**config.mk**
```make
export PLATFORM = sky130hd
export DESIGN_NAME = lsu_align
export DESIGN_NICKNAME = d
export VERILOG_FILES = /design/src/rtl/lsu_pkg.sv /design/src/rtl/lsu_extend.sv /design/src/rtl/lsu_align.sv
export SDC_FILE = /design/constraint.sdc
export NUM_CORES = 1
export LEC_CHECK = 0
export CORE_ASPECT_RATIO = 1.4
export CORE_MARGIN = 2
export CORE_UTILIZATION = 25
export CTS_BUF_LIST = sky130_fd_sc_hd__clkbuf_4 sky130_fd_sc_hd__clkbuf_8
export DETAILED_ROUTE_END_ITERATION = 8
export PLACE_DENSITY_LB_ADDON = 0.15
export SLEW_MARGIN = 15
export SYNTH_ARGS = -nofsm -noshare
export SYNTH_HDL_FRONTEND = slang
export SYNTH_SLANG_ARGS = --single-unit
```
**constraint.sdc**
```tcl
create_clock -name clk -period 5.8 [get_ports clk]
set_input_delay 1.16 -clock clk [delete_from_list [all_inputs] [get_ports clk]]
set_output_delay 1.16 -clock clk [all_outputs]
set_load 0.05 [all_outputs]
```
**src/rtl/lsu_pkg.sv**
```systemverilog
// rtl/lsu_pkg.sv - encodings, state type and beat-count helper for lsu_align
package lsu_pkg;

  localparam logic [2:0] RD_IDLE = 3'b000;
  localparam logic [2:0] RD_LB   = 3'b001;
  localparam logic [2:0] RD_LBU  = 3'b010;
  localparam logic [2:0] RD_LH   = 3'b011;
  localparam logic [2:0] RD_LHU  = 3'b100;
  localparam logic [2:0] RD_LW   = 3'b101;

  localparam logic [1:0] WR_NONE = 2'b00;
  localparam logic [1:0] WR_SB   = 2'b01;
  localparam logic [1:0] WR_SH   = 2'b10;
  localparam logic [1:0] WR_SW   = 2'b11;

  localparam logic [1:0] SZ_BYTE = 2'b00;
  localparam logic [1:0] SZ_HALF = 2'b01;
  localparam logic [1:0] SZ_WORD = 2'b10;
  localparam logic [1:0] SZ_ILL  = 2'b11;

  typedef enum logic [1:0] {
    ST_IDLE,
    ST_ACCESS,
    ST_DONE
  } state_e;

  // 1 for a natively aligned access, byte count when it must be split, 0 for illegal size.
  function automatic logic [2:0] beats_for(input logic [1:0] size, input logic [1:0] addr);
    logic [2:0] n;
    case (size)
      SZ_BYTE: n = 3'd1;
      SZ_HALF: n = addr[0] ? 3'd2 : 3'd1;
      SZ_WORD: n = (addr != 2'b00) ? 3'd4 : 3'd1;
      default: n = 3'd0;
    endcase
    return n;
  endfunction

endpackage

```
**src/rtl/lsu_extend.sv**
```systemverilog
// rtl/lsu_extend.sv - sign/zero extension of an assembled load value by access size
module lsu_extend
  import lsu_pkg::*;
(
  input  logic [31:0] data_i,
  input  logic [1:0]  size_i,
  input  logic        unsigned_i,
  output logic [31:0] data_o
);

  always_comb begin
    data_o = data_i;
    case (size_i)
      SZ_BYTE: data_o = {{24{~unsigned_i & data_i[7]}}, data_i[7:0]};
      SZ_HALF: data_o = {{16{~unsigned_i & data_i[15]}}, data_i[15:0]};
      default: data_o = data_i;
    endcase
  end

endmodule

```
**src/rtl/lsu_align.sv**
```systemverilog
// rtl/lsu_align.sv - load/store alignment unit splitting misaligned accesses into byte beats
module lsu_align
  import lsu_pkg::*;
(
  input  logic        clk,
  input  logic        rst,
  input  logic        req_valid,
  output logic        req_ready,
  input  logic        req_store,
  input  logic [1:0]  req_size,
  input  logic        req_unsigned,
  input  logic [31:0] req_addr,
  input  logic [31:0] req_wdata,
  output logic        resp_valid,
  output logic [31:0] resp_rdata,
  output logic        resp_err,
  output logic [2:0]  dm_rd_ctrl,
  output logic [1:0]  dm_wr_ctrl,
  output logic [31:0] dm_addr,
  output logic [31:0] dm_din,
  input  logic [31:0] dm_dout
);

  state_e      state_q, state_d;
  logic        store_q, store_d;
  logic [1:0]  size_q, size_d;
  logic        uns_q, uns_d;
  logic [31:0] addr_q, addr_d;
  logic [31:0] wdata_q, wdata_d;
  logic [2:0]  beats_q, beats_d;
  logic [1:0]  beat_q, beat_d;
  logic [31:0] asm_q, asm_d;
  logic [31:0] rdata_q, rdata_d;
  logic        err_q, err_d;

  logic        aligned;
  logic        last_beat;
  logic [31:0] beat_data;
  logic [31:0] ext_data;

  assign aligned   = (beats_q == 3'd1);
  assign last_beat = ({1'b0, beat_q} == (beats_q - 3'd1));

  // Value as it will look once this beat's byte lands; aligned beats take the whole word.
  always_comb begin
    beat_data = asm_q;
    beat_data[{beat_q, 3'b000} +: 8] = dm_dout[7:0];
    if (aligned) begin
      beat_data = dm_dout;
    end
  end

  lsu_extend u_extend (
    .data_i     (beat_data),
    .size_i     (size_q),
    .unsigned_i (uns_q),
    .data_o     (ext_data)
  );

  always_comb begin
    state_d = state_q;
    store_d = store_q;
    size_d  = size_q;
    uns_d   = uns_q;
    addr_d  = addr_q;
    wdata_d = wdata_q;
    beats_d = beats_q;
    beat_d  = beat_q;
    asm_d   = asm_q;
    rdata_d = rdata_q;
    err_d   = err_q;
    case (state_q)
      ST_IDLE: begin
        if (req_valid) begin
          store_d = req_store;
          size_d  = req_size;
          uns_d   = req_unsigned;
          addr_d  = req_addr;
          wdata_d = req_wdata;
          beats_d = beats_for(req_size, req_addr[1:0]);
          beat_d  = 2'd0;
          asm_d   = 32'd0;
          if (req_size == SZ_ILL) begin
            state_d = ST_DONE;
            err_d   = 1'b1;
            rdata_d = 32'd0;
          end else begin
            state_d = ST_ACCESS;
          end
        end
      end
      ST_ACCESS: begin
        if (!store_q) begin
          asm_d = beat_data;
        end
        if (last_beat) begin
          state_d = ST_DONE;
          err_d   = 1'b0;
          rdata_d = store_q ? 32'd0 : ext_data;
        end else begin
          beat_d = beat_q + 2'd1;
        end
      end
      ST_DONE: state_d = ST_IDLE;
      default: state_d = ST_IDLE;
    endcase
  end

  always_comb begin
    dm_rd_ctrl = RD_IDLE;
    dm_wr_ctrl = WR_NONE;
    dm_addr    = 32'd0;
    dm_din     = 32'd0;
    if (state_q == ST_ACCESS) begin
      dm_addr = addr_q + {30'd0, beat_q};
      if (store_q) begin
        if (aligned) begin
          dm_wr_ctrl = (size_q == SZ_BYTE) ? WR_SB : (size_q == SZ_HALF) ? WR_SH : WR_SW;
          dm_din     = wdata_q << {addr_q[1:0], 3'b000};
        end else begin
          dm_wr_ctrl = WR_SB;
          dm_din     = {4{wdata_q[{beat_q, 3'b000} +: 8]}};
        end
      end else begin
        if (aligned) begin
          dm_rd_ctrl = (size_q == SZ_BYTE) ? RD_LBU : (size_q == SZ_HALF) ? RD_LHU : RD_LW;
        end else begin
          dm_rd_ctrl = RD_LBU;
        end
      end
    end
  end

  assign req_ready  = (state_q == ST_IDLE);
  assign resp_valid = (state_q == ST_DONE);
  assign resp_rdata = rdata_q;
  assign resp_err   = err_q;

  always_ff @(posedge clk) begin
    if (rst) begin
      state_q <= ST_IDLE;
      store_q <= 1'b0;
      size_q  <= SZ_BYTE;
      uns_q   <= 1'b0;
      addr_q  <= 32'd0;
      wdata_q <= 32'd0;
      beats_q <= 3'd0;
      beat_q  <= 2'd0;
      asm_q   <= 32'd0;
      rdata_q <= 32'd0;
      err_q   <= 1'b0;
    end else begin
      state_q <= state_d;
      store_q <= store_d;
      size_q  <= size_d;
      uns_q   <= uns_d;
      addr_q  <= addr_d;
      wdata_q <= wdata_d;
      beats_q <= beats_d;
      beat_q  <= beat_d;
      asm_q   <= asm_d;
      rdata_q <= rdata_d;
      err_q   <= err_d;
    end
  end

endmodule

```
# [Yosys cells after proc, flatten, opt, wreduce, memory -nomap -nowiden]
# Index checks and enable logic that the tools add are counted.
[classes] bitwise_logic=3 shifts=4 eq_ne=13 n_mux=39 add_sub_neg=4 n_reduce_logical=10
[op_table] cell="two-way mux 32 bit" n=11
[op_table] cell="one-hot mux 32 bit (2 select lines)" n=3
[op_table] cell="adder 32 x 2 -> 32 bit" n=1
[op_table] cell="bitwise mux 32 bit" n=1
[op_table] cell="variable shift 8 x 7 -> 32 bit (first input constant)" n=1
[op_table] cell="indexed part select 32 x 6 -> 8 bit" n=1
[op_table] cell="indexed part select 8 x 7 -> 32 bit" n=1
[op_table] cell="left shift 32 x 5 -> 32 bit" n=1
[op_table] cell="two-way mux 2 bit" n=10
[op_table] cell="two-way mux 3 bit" n=5
[op_table] cell="one-hot mux 3 bit (3 select lines)" n=1
[op_table] cell="inequality test 2 bit (second input constant)" n=4
[op_table] cell="one-hot mux 2 bit (2 select lines)" n=2
[op_table] cell="negation 5 -> 7 bit" n=1
[op_table] cell="== test 2 x 1 -> 1 bit (second input constant)" n=3
[op_table] cell="== test 2 bit (second input constant)" n=3
[op_table] cell="logical NOT 2 bit" n=3
[op_table] cell="AND reduction 3 bit" n=2
[op_table] cell="two-way mux 1 bit" n=5
[op_table] cell="AND reduction 2 bit" n=2
[op_table] cell="AND reduction 4 bit" n=1
[op_table] cell="nonzero test 2 bit" n=2
[op_table] cell="== test 2 x 3 -> 1 bit" n=1
[op_table] cell="== test 3 x 1 -> 1 bit (second input constant)" n=1
[op_table] cell="other kinds (6)" n=7
[word_totals] out_inout_bits=104 input_bits=103 reg_bits=140

# [Logic depth before layout (Yosys ltp)]
# Gate-level depths: netlist of the first run.
[depth] word_depth=9 mapped_depth=10 mapped_depth_nobuf=7

# [By module]
# A second synthesis of the first run with hierarchy kept.
[unflattened] cells_unflattened=1104 hier_area_um2=8110.3
[modules_own_cells] module="lsu_align" cells_per_inst=1037 instances=1 seq_area_each_um2=2802.7 area_per_inst_um2=7754.9
[modules_own_cells] module="lsu_extend" cells_per_inst=67 instances=1 seq_area_each_um2=0.0 area_per_inst_um2=355.3

# [Worst setup path before layout of the first run]
# Ideal clock, no wire load.
[synth_timing] path_kind="flip-flop to output port" from="register beats_q[0]" to="output port dm_din[17]" t_arrival_ns=2.428 required_time_ns=4.640 path_stages_with_launch=10 path_slack_ns=2.212 path_buffers=5 path_cell_list="dfxtp_1 -> ha_1 -> nor2b_2 -> buf_6 -> buf_2 -> buf_2 -> buf_2 -> buf_2 -> nand2_1 -> a21oi_1"
[synth_via] elab_chain_len=4
[synth_lines] element="start, declared" line="lsu_align.sv:30" rtl="logic [2:0] beats_q, beats_d;"
[synth_lines] element="start signal, assigned" line="lsu_align.sv:159" rtl="beats_q <= beats_d;"
[synth_lines] element="== test 3 x 1 -> 1 bit" line="lsu_align.sv:41" rtl="assign aligned = (beats_q == 3'd1);"
[synth_lines] element="two-way mux 32 bit" line="lsu_align.sv:117" rtl="if (aligned) begin"
[synth_lines] element="two-way mux 32 bit" line="lsu_align.sv:116" rtl="if (store_q) begin"
[synth_lines] element="two-way mux 32 bit" line="lsu_align.sv:114" rtl="if (state_q == ST_ACCESS) begin"
[synth_lines] element="end, declared" line="lsu_align.sv:20" rtl="output logic [31:0] dm_din,"
# No other way between the ends.

# [Worst setup path after layout of the first run]
[layout_timing] from="register addr_q[1]" to="output port dm_addr[31]"
[layout_via] elab_chain_len=2
[layout_lines] element="start, declared" line="lsu_align.sv:28" rtl="logic [31:0] addr_q, addr_d;"
[layout_lines] element="start signal, assigned" line="lsu_align.sv:157" rtl="addr_q <= addr_d;"
[layout_lines] element="adder 32 x 2 -> 32 bit" line="lsu_align.sv:115" rtl="dm_addr = addr_q + {30'd0, beat_q};"
[layout_lines] element="two-way mux 32 bit" line="lsu_align.sv:114"
[layout_lines] element="end, declared" line="lsu_align.sv:19" rtl="output logic [31:0] dm_addr,"
# No other way between the ends.

==> reports/summary.txt, run 1 <==
Status - finished, final reports clean
Hold buffers post-CTS - 0
Hold depth - 2
Critical Path AT - 3480 ps
Fin Setup TNS - 0 ps
Tightest Hold Check Type - flip-flop to flip-flop
Post-synthesis net count - 1,065
Gr ovfl total - 0
Final worst-path cycle share - 0.801
Initial Utilization - 0.252
IO buf count - 206
Post-synthesis register bit count - 140
Post-place setup slack - 1410 ps
CTS Sinks - 140
Largest family of logic cells by synthesized area - simple AND/OR/NAND/NOR gates
Hold Slack - 452 ps
Post-Synth XOR/XNOR Area - 0.0374
Hold Path Sink - beats_q[1]$_SDFFE_PP0P_
Syn avg cell area - 7.86 um^2
Final RePlAce weighted congestion - 0.799
Synth Flop Type - dfxtp_1
Post-CTS setup buffer count - 0
Initial DRC count - 310
Worst-path clk slew - 90 ps
Yosys warning total - 0
Final Core Density - 0.346
Post-CTS resize count - 0
Initial antenna violation count - 4
Fin area - 0.0103 mm^2
Synth top area cells - dfxtp_1 (37%), nand2_1 (11%), a21oi_1 (7.9%), nor2_1 (4.1%), a22o_1 (3.3%)
Worst-path fanout max - 22
Die W - 150 um
Maximum vdd ir drop - 131 uV
Hold Fails Final Rpt - 0
Worst reg2reg path startpoint - beats_q[0]$_SDFFE_PP0P_
Pins Over Slew Limit - 0
Largest net degree at the start of global routing - 72
Fin Clk Skew - 15.9 ps
Layout cells sized above 1 - 0.0772
Synth Instances - 952
Power Total - 2.47 mW
# DRC - 0
DP HPWL - 19.4 mm
Cell row count - 75
Pwr/cell area - 240 mW/mm^2
Crit path time final - 4640 ps
Reg2Reg Depth - 7
Distinct cells, synth - 56
CP Class - flip-flop to output port
Area Growth Syn to Fin - 37.6%
Die area - 0.0314 mm^2
Post-Syn Area - 0.00749 mm^2
Leakage - 3.44 nW
Post-synth top area share - 0.374
CTS tree - yes
Wirelength, routed - 27.3 mm
R2R setup slack - 2750 ps
Root Buffer - clkbuf_8
PnR worst setup slack - 1160 ps
All-Layer GR Usage - 0.174
# setup viols final - 0
Simple-Gate Fraction of Synth Area - 0.253
Slew margin rel. - 0.378
Post-DP Area - 0.00984 mm^2
Mux contribution to synthesized area - 0.0602
Synth Area in Compound Gates - 0.208
Setup crit start kind - flip-flop
Clk_lat worst skew - 460 ps
IO Pins - 207
Global-route wire length before repair - 42.0 mm
Vias in the first global route - 7,306
Clock Path Buffers - 2
Post-Synth Adder-Cell Area - 0.0177
Critical Path RT - 4640 ps
RSZ-0062 raised after global routing - no
Via count - 7,451
Capturing point of the worst reg2reg path - resp_rdata[30]$_SDFFE_PP0P_
Max-cap viol count - 0
H-tree depth - 4
DRT antenna net count - 0
Vias per cell - 4.92
First-pass DRT Iterations - 5
Net count, final - 1,228
Die Span Y - 209 um
# placed instances - 1,481
Hold Path Origin - beats_q[1]$_SDFFE_PP0P_
Post-synth ARST share - 0
Worst Setup End Kind - output port
EDFF count, synth - 0
Maximum clock frequency - 215 MHz
Cell taking the most area after synthesis - dfxtp_1
Drt wl/cell - 18.0 um
Proportion of synthesized chip area in sequential cells - 0.374
Placeable core area - 0.0297 mm^2
CTS Buf Count - 17
Post-Layout Cell Count - 1,515
Slew @ Worst Pin - 927 ps
==> sequential cells by signal (all words and copies together), names as in the netlist <==
signal      cells
addr_q         32
asm_q          32
beat_q          2
beats_q         3
resp_err        1
resp_rdata     32
size_q          2
state_q         2
store_q         1
uns_q           1
wdata_q        32
==> worst max-delay path by stage <==
stage | start | end
floorplan | beats_q[0]$_SDFFE_PP0P_ | dm_din[17]
global placement | state_q[0]$_SDFFE_PP0P_ | dm_din[20]
detailed placement | state_q[0]$_SDFFE_PP0P_ | dm_din[20]
CTS | state_q[0]$_SDFFE_PP0P_ | dm_din[20]
global route | addr_q[1]$_SDFFE_PP0P_ | dm_addr[31]
finish | addr_q[1]$_SDFFE_PP0P_ | dm_addr[31]
==> synthesized netlist by cell type, types with 11 or more instances <==
library cell and count:
xnor2_1 19, inv_1 12, xor2_1 13, clkbuf_1 51, nor3_1 12, a2bb2oi_1 16, dfxtp_1 140, buf_2 21
a21oi_1 118, nor3b_1 25, nand2_1 227, nor2_1 82, a22oi_1 16, nand4_1 11, nand3_1 11, a221oi_1 15
a22o_1 28, mux2_2 16
==> layout make-up <==
class                      count  area [um^2]
antenna                        3         7.51
clock buffer                  20          263
clock inverter                11          193
fill                        3155        19400
inverter                      12         45.0
multi-input combinational    724         4350
sequential                   140         2800
tap                          385          482
timing repair buffer         220         2160
==> cell families after synthesis <==
kind of cell,count (synthesis)
buffers and inverters,88
xor gates and xnor gates,32
adders and majority gates,10
muxes,33
and+or+nand+nor,410
AOI/OAI and AO/OA,239
DFF,140
==> layer usage <==
layer / track usage / vias to the layer above / routed length, um
li1: - / 3664 / -
met1: 0.209 / 3562 / 11500
met4: 0.0638 / 2 / 618
met2: 0.300 / 189 / 13900
met3: 0.0376 / 34 / 1320
met5: 0 / - / 13
==> where the power goes <==
part	internal, mW	total (mW)	switching (mW)
Clock	0.530	0.933	0.402
Sequential	1.00	1.05	0.0433
Combinational	0.196	0.491	0.295
==> layout by cell type (no fill, tap or decap), types with 3 or more instances in the layout <==
cell type        netlist  routed
diode_2                0       3
nor2_1                82      81
o21ai_0               10      10
a221o_1                9       9
xnor2_1               19      19
a2bb2oi_1             16      16
nand2_1              227     225
ha_1                   9       9
nand2b_1               5       5
and2_1                 5       5
inv_1                 12      12
bufinv_16              0       5
dfxtp_1              140     140
mux4_2                 8       8
and3_1                 4       4
buf_4                  0      15
a22oi_1               16      16
nand3_1               11      11
clkbuf_8               0      18
a221oi_1              15      15
a21oi_1              118     118
clkdlybuf4s50_1        0     205
or3_1                  3       3
o211ai_1               9       9
a22o_1                28      28
nand4_1               11      11
o21ai_1                8       8
mux2_2                16      16
a31oi_1                4       4
nor2b_1                4       4
nor3_1                12      12
mux2i_1                9       9
nor3b_1               25      25
xor2_1                13      13
==> worst max-delay path: stages, from the launching register on <==
cell and delay (ps):
dfxtp_1 310, buf_4 230, ha_1 320, a21oi_1 90
nor2_1 430, nand4_1 240, or3_1 380, a21oi_1 190
clkdlybuf4s50_1 830
Power figures use the tool's default switching activity.
==> run 2: changes to the inputs <==
- clock period: 5.8 -> 4 ns (I/O delays scaled with it)
==> run 2 against run 1 <==
Worst setup slack got worse by 810 ps. Via count decreased by 0.97%. Clock power increased by 41%. Die area unchanged. Combinational power increased by 50%. Sequential share of layout area decreased by 0.78 points. Global-route usage decreased by 0.099 points. Sequential power increased by 44%. Utilization increased by 1.0 points. Count of clock-buffer cells in the layout increased by 1. Flip-flop and latch count unchanged. Non-clock buffer count increased by 6. Critical endpoint is now dm_din[8]. Largest cell class unchanged.
==> reports/summary.txt, run 2 (synthesis results as in run 1) <==
IO buf count - 206
Maximum clock frequency - 274 MHz
Power Total - 3.57 mW
Hold Path Origin - resp_rdata[12]$_SDFFE_PP0P_
Worst Setup End Kind - output port
Worst-path clk slew - 80 ps
RSZ-0062 raised after global routing - no
Clk_lat worst skew - 460 ps
Cell row count - 75
Wirelength, routed - 27.3 mm
Area Growth Syn to Fin - 41.7%
PnR worst setup slack - 350 ps
Met2 WL post-DR - 13.9 mm
Post-place setup slack - 822 ps
Die W - 150 um
First-pass DRT Iterations - 6
Hold depth - 2
Die Span Y - 209 um
Die area - 0.0314 mm^2
Hold buffers post-CTS - 0
Clock Path Buffers - 2
Maximum vdd ir drop - 184 uV
Length of routed met3 wiring - 1.30 mm
R2R setup slack - 1010 ps
Fin area - 0.0106 mm^2
Critical Path AT - 2850 ps
CTS tree - yes
CP peak stage delay - 830 ps
Worst reg2reg path startpoint - beats_q[0]$_SDFFE_PP0P_
Drt wl/cell - 17.9 um
Crit-path cells - ha_1, nand2b_1, nor2_1, nand2_1, a21oi_1, clkdlybuf4s50_1
Hold Path Sink - resp_rdata[12]$_SDFFE_PP0P_
DP HPWL - 19.7 mm
Net count, final - 1,234
Gr ovfl total - 0
Hold Slack - 447 ps
CTS Sinks - 140
All-Layer GR Usage - 0.173
Slew @ Worst Pin - 924 ps
Initial DRC count - 381
Commonest non-fill, non-tap cells in the layout - nand2_1 (226), clkdlybuf4s50_1 (151), dfxtp_1 (140)
Slowest cell on crit path - clkdlybuf4s50_1
FILL cells - 3,096
Largest net degree at the start of global routing - 67
CP Class - flip-flop to output port
Vias per cell - 4.85
Worst-path fanout max - 8
DRT met1 WL - 11.2 mm
Pins Over Slew Limit - 0
Fin Setup TNS - 0 ps
Layout cells sized above 1 - 0.129
Capturing point of the worst reg2reg path - resp_rdata[30]$_SDFFE_PP0P_
Post-CTS resize count - 0
IO Pins - 207
DRT antenna net count - 0
Pwr/cell area - 337 mW/mm^2
Global-route wire length before repair - 41.5 mm
Fin Clk Skew - 13.5 ps
Hold Fails Final Rpt - 0
Via count - 7,379
Final worst-path cycle share - 0.912
Highest Signal Layer - met5
H-tree depth - 4
Setup crit start kind - flip-flop
Reg2Reg Depth - 7
Placeable core area - 0.0297 mm^2
Vias in the first global route - 7,297
Post-DP Area - 0.0101 mm^2
Slew margin rel. - 0.379
Tightest Hold Check Type - flip-flop to flip-flop
Initial Utilization - 0.252
# setup viols final - 0
Crit path time final - 3650 ps
Status - finished, final reports clean
Final RePlAce weighted congestion - 0.793
Post-CTS setup buffer count - 0
CTS Buf Count - 17
Initial antenna violation count - 4
Root Buffer - clkbuf_8
Critical Path RT - 3200 ps
Leakage - 3.67 nW
Max-cap viol count - 0
# DRC - 0
Commonest non-fill, non-tap cell in the layout - nand2_1
run 2: cell types whose count changed in the layout (fill, tap and decap cells not counted), sizes merged:
cell / change
buf: +60
bufinv: -1
clkbuf: +1
clkdlybuf4s50: -54
clkinv: +1
diode: +1
run 2: final cells by class:
class	count	area (um^2)	area share
multi-input cells	724	4340	0.409
flip-flops and latches	140	2800	0.264
repair buffers	226	2470	0.233
well taps	385	482	0.0454
clock buffers	21	289	0.0272
clock inverters	11	164	0.0155
inverters	12	45.0	0.00425
diodes	4	10.0	0.000944
run 2: worst max-delay path by stage:
stage	slack (ps)	cells after the start	endpoint	start
CTS	310	4	dm_din[9]	state_q[0]$_SDFFE_PP0P_
global route	150	6	dm_din[14]	beats_q[0]$_SDFFE_PP0P_
global placement	880	4	dm_din[26]	state_q[0]$_SDFFE_PP0P_
finish	350	6	dm_din[8]	beats_q[0]$_SDFFE_PP0P_
detailed placement	820	4	dm_din[26]	state_q[0]$_SDFFE_PP0P_
floorplan	770	9	dm_din[17]	beats_q[0]$_SDFFE_PP0P_
run 2: metal layers:
| layer | track usage | vias up |
|---|---|---|
| met3 | 0.0406 | 40 |
| met4 | 0.0748 | 2 |
| met2 | 0.299 | 182 |
| li1 | - | 3670 |
| met1 | 0.200 | 3485 |
| met5 | 0 | - |
run 2: critical path: cells and delay by family, from the launching register on:
kind / cells / cell delay (ps)
AOI/OAI and AO/OA: 1 / 170
adders and majority gates: 1 / 210
buffers and inverters: 1 / 830
DFF: 1 / 400
and+or+nand+nor: 3 / 780
run 2: where the power goes:
part | total, mW | switching, mW | leakage [nW] | internal [mW]
clock | 1.32 | 0.578 | 0.228 | 0.743
sequential | 1.51 | 0.0598 | 1.14 | 1.45
combinational | 0.737 | 0.432 | 2.30 | 0.305
run 2: stage by stage:
| step | cells | util |
|---|---|---|
| after floorplan | 952 | - |
| after global placement | 1487 | 0.341 |
| after detailed placement | 1487 | 0.341 |
| after CTS | 1519 | 0.356 |
| after global routing | 1522 | 0.357 |
| final | 1523 | 0.357 |
==> run 3: changes to the inputs <==
- SETUP_SLACK_MARGIN: default -> 0.5
==> run 3 against run 2 <==
Clock skew increased by 0.84 ps. First-iteration DRC count rose by 0.26%. Highest routed layer unchanged. Register-to-register slack gained 190 ps. Global-route usage barely moved. Wire length is 0.25% lower. Largest power group unchanged.
==> reports/summary.txt, run 3 (synthesis results as in run 1) <==
Status - finished, final reports clean
DP HPWL - 19.7 mm
Die W - 150 um
Hold buffers post-CTS - 0
Setup crit start kind - flip-flop
Drt wl/cell - 17.8 um
Placeable core area - 0.0297 mm^2
First-pass DRT Iterations - 5
R2R setup slack - 1200 ps
Layout cells sized above 1 - 0.135
Initial Utilization - 0.252
Die Span Y - 209 um
IO Pins - 207
Vias per cell - 4.84
CTS tree - yes
CTS Sinks - 140
Post-Layout Cell Count - 1,526
Pwr/cell area - 335 mW/mm^2
Worst-path clk slew - 80 ps
Worst Setup SP - addr_q[0]$_SDFFE_PP0P_
Critical Path RT - 3200 ps
Gr ovfl total - 0
Crit-path cells - ha_1, fa_1, and3_2, nand4_1, buf_4, nor4b_2, xnor2_1, nor2_1, buf_12
Final worst-path cycle share - 0.830
Slew @ Worst Pin - 928 ps
Global-route wire length before repair - 41.5 mm
Clock Path Buffers - 2
Post-DP Area - 0.0101 mm^2
Clk_lat worst skew - 460 ps
Vias in the first global route - 7,305
CTS Buf Count - 17
# placed instances - 1,487
Hold Slack - 448 ps
Crit path time final - 3320 ps
CP Class - flip-flop to output port
Reg2Reg Depth - 7
IO buf count - 206
Leakage - 3.84 nW
Largest net degree at the start of global routing - 67
Critical Path AT - 2520 ps
Hold Fails Final Rpt - 0
Fin Setup TNS - 0 ps
Fin Clk Skew - 14.3 ps
DRT antenna net count - 0
H-tree depth - 4
Capturing point of the worst reg2reg path - resp_rdata[30]$_SDFFE_PP0P_
All-Layer GR Usage - 0.173
Wirelength, routed - 27.2 mm
Commonest non-fill, non-tap cell in the layout - nand2_1
Via count - 7,393
Worst-path fanout max - 6
Cell row count - 75
CP peak stage delay - 420 ps
# DRC - 0
Commonest non-fill, non-tap cells in the layout - nand2_1 (225), dfxtp_1 (140), clkdlybuf4s50_1 (139)
Net count, final - 1,237
Slowest cell on crit path - fa_1
Die area - 0.0314 mm^2
Pins Over Slew Limit - 0
Setup crit end - dm_addr[30]
RSZ-0062 raised after global routing - no
# setup viols final - 0
Final RePlAce weighted congestion - 0.793
Slew margin rel. - 0.376
Maximum vdd ir drop - 185 uV
Initial DRC count - 382
Tightest Hold Check Type - flip-flop to flip-flop
Root Buffer - clkbuf_8
Fin area - 0.0107 mm^2
Initial antenna violation count - 4
Area Growth Syn to Fin - 42.4%
Worst reg2reg path startpoint - beats_q[0]$_SDFFE_PP0P_
Max-cap viol count - 0
Maximum clock frequency - 301 MHz
Worst Setup End Kind - output port
-- run 3: how the worst min path moves through the flow --
stage                                              to  cells past startpoint                   startpoint
after floorplan               beats_q[1]$_SDFFE_PP0P_                      2      beats_q[1]$_SDFFE_PP0P_
after global placement    resp_rdata[12]$_SDFFE_PP0P_                      2  resp_rdata[12]$_SDFFE_PP0P_
after detailed placement  resp_rdata[12]$_SDFFE_PP0P_                      2  resp_rdata[12]$_SDFFE_PP0P_
after CTS                 resp_rdata[12]$_SDFFE_PP0P_                      2  resp_rdata[12]$_SDFFE_PP0P_
after global routing      resp_rdata[15]$_SDFFE_PP0P_                      2  resp_rdata[15]$_SDFFE_PP0P_
final                     resp_rdata[12]$_SDFFE_PP0P_                      2  resp_rdata[12]$_SDFFE_PP0P_
-- run 3: worst max-delay path: cells and delay by family (launching register included) --
family,cells,cell delay (ps)
flops,1,320
fa+ha+maj,2,640
buf+inv,2,330
simple gates,4,620
xor+xnor,1,160
-- run 3: what timing repair did --
item | 4_1_cts | 5_1_grt
pin swaps | 1 | 1
resized for setup | 7 | 11
setup endpoints to repair | 11 | 18
buffers inserted | 1 | 2
-- run 3: power by group --
| part | leakage [nW] | internal [mW] | switching [mW] |
|---|---|---|---|
| sequential | 1.14 | 1.45 | 0.0599 |
| combinational | 2.47 | 0.306 | 0.431 |
| clock | 0.228 | 0.743 | 0.578 |
-- run 3: per-stage QoR --
| step | util | worst slack, ps | power (mW) |
|---|---|---|---|
| final | 0.358 | 680 | 3.57 |
| after global routing | 0.358 | 515 | 3.74 |
| after CTS | 0.356 | 485 | 3.62 |
| after detailed placement | 0.341 | 822 | 2.29 |
| after global placement | 0.341 | 881 | 2.29 |
| after floorplan | - | 772 | 1.98 |
-- run 3: final cells by class --
cell class / count / area, um^2
diodes: 4 / 10.0
clock buffers: 21 / 289
clock inverters: 11 / 164
fillers: 3096 / 19100
inverters: 12 / 45.0
multi-input cells: 724 / 4350
flip-flops and latches: 140 / 2800
well taps: 385 / 482
repair buffers: 229 / 2510
-- run 3: layer usage --
| metal | global-route usage | up-vias | share of wire | wire length (um) |
|---|---|---|---|---|
| met5 | 0 | - | 0.00048 | 13 |
| met4 | 0.0748 | 2 | 0.033 | 889 |
| met3 | 0.0406 | 47 | 0.050 | 1360 |
| met2 | 0.299 | 191 | 0.51 | 13900 |
| met1 | 0.200 | 3472 | 0.41 | 11000 |
| li1 | - | 3681 | - | - |
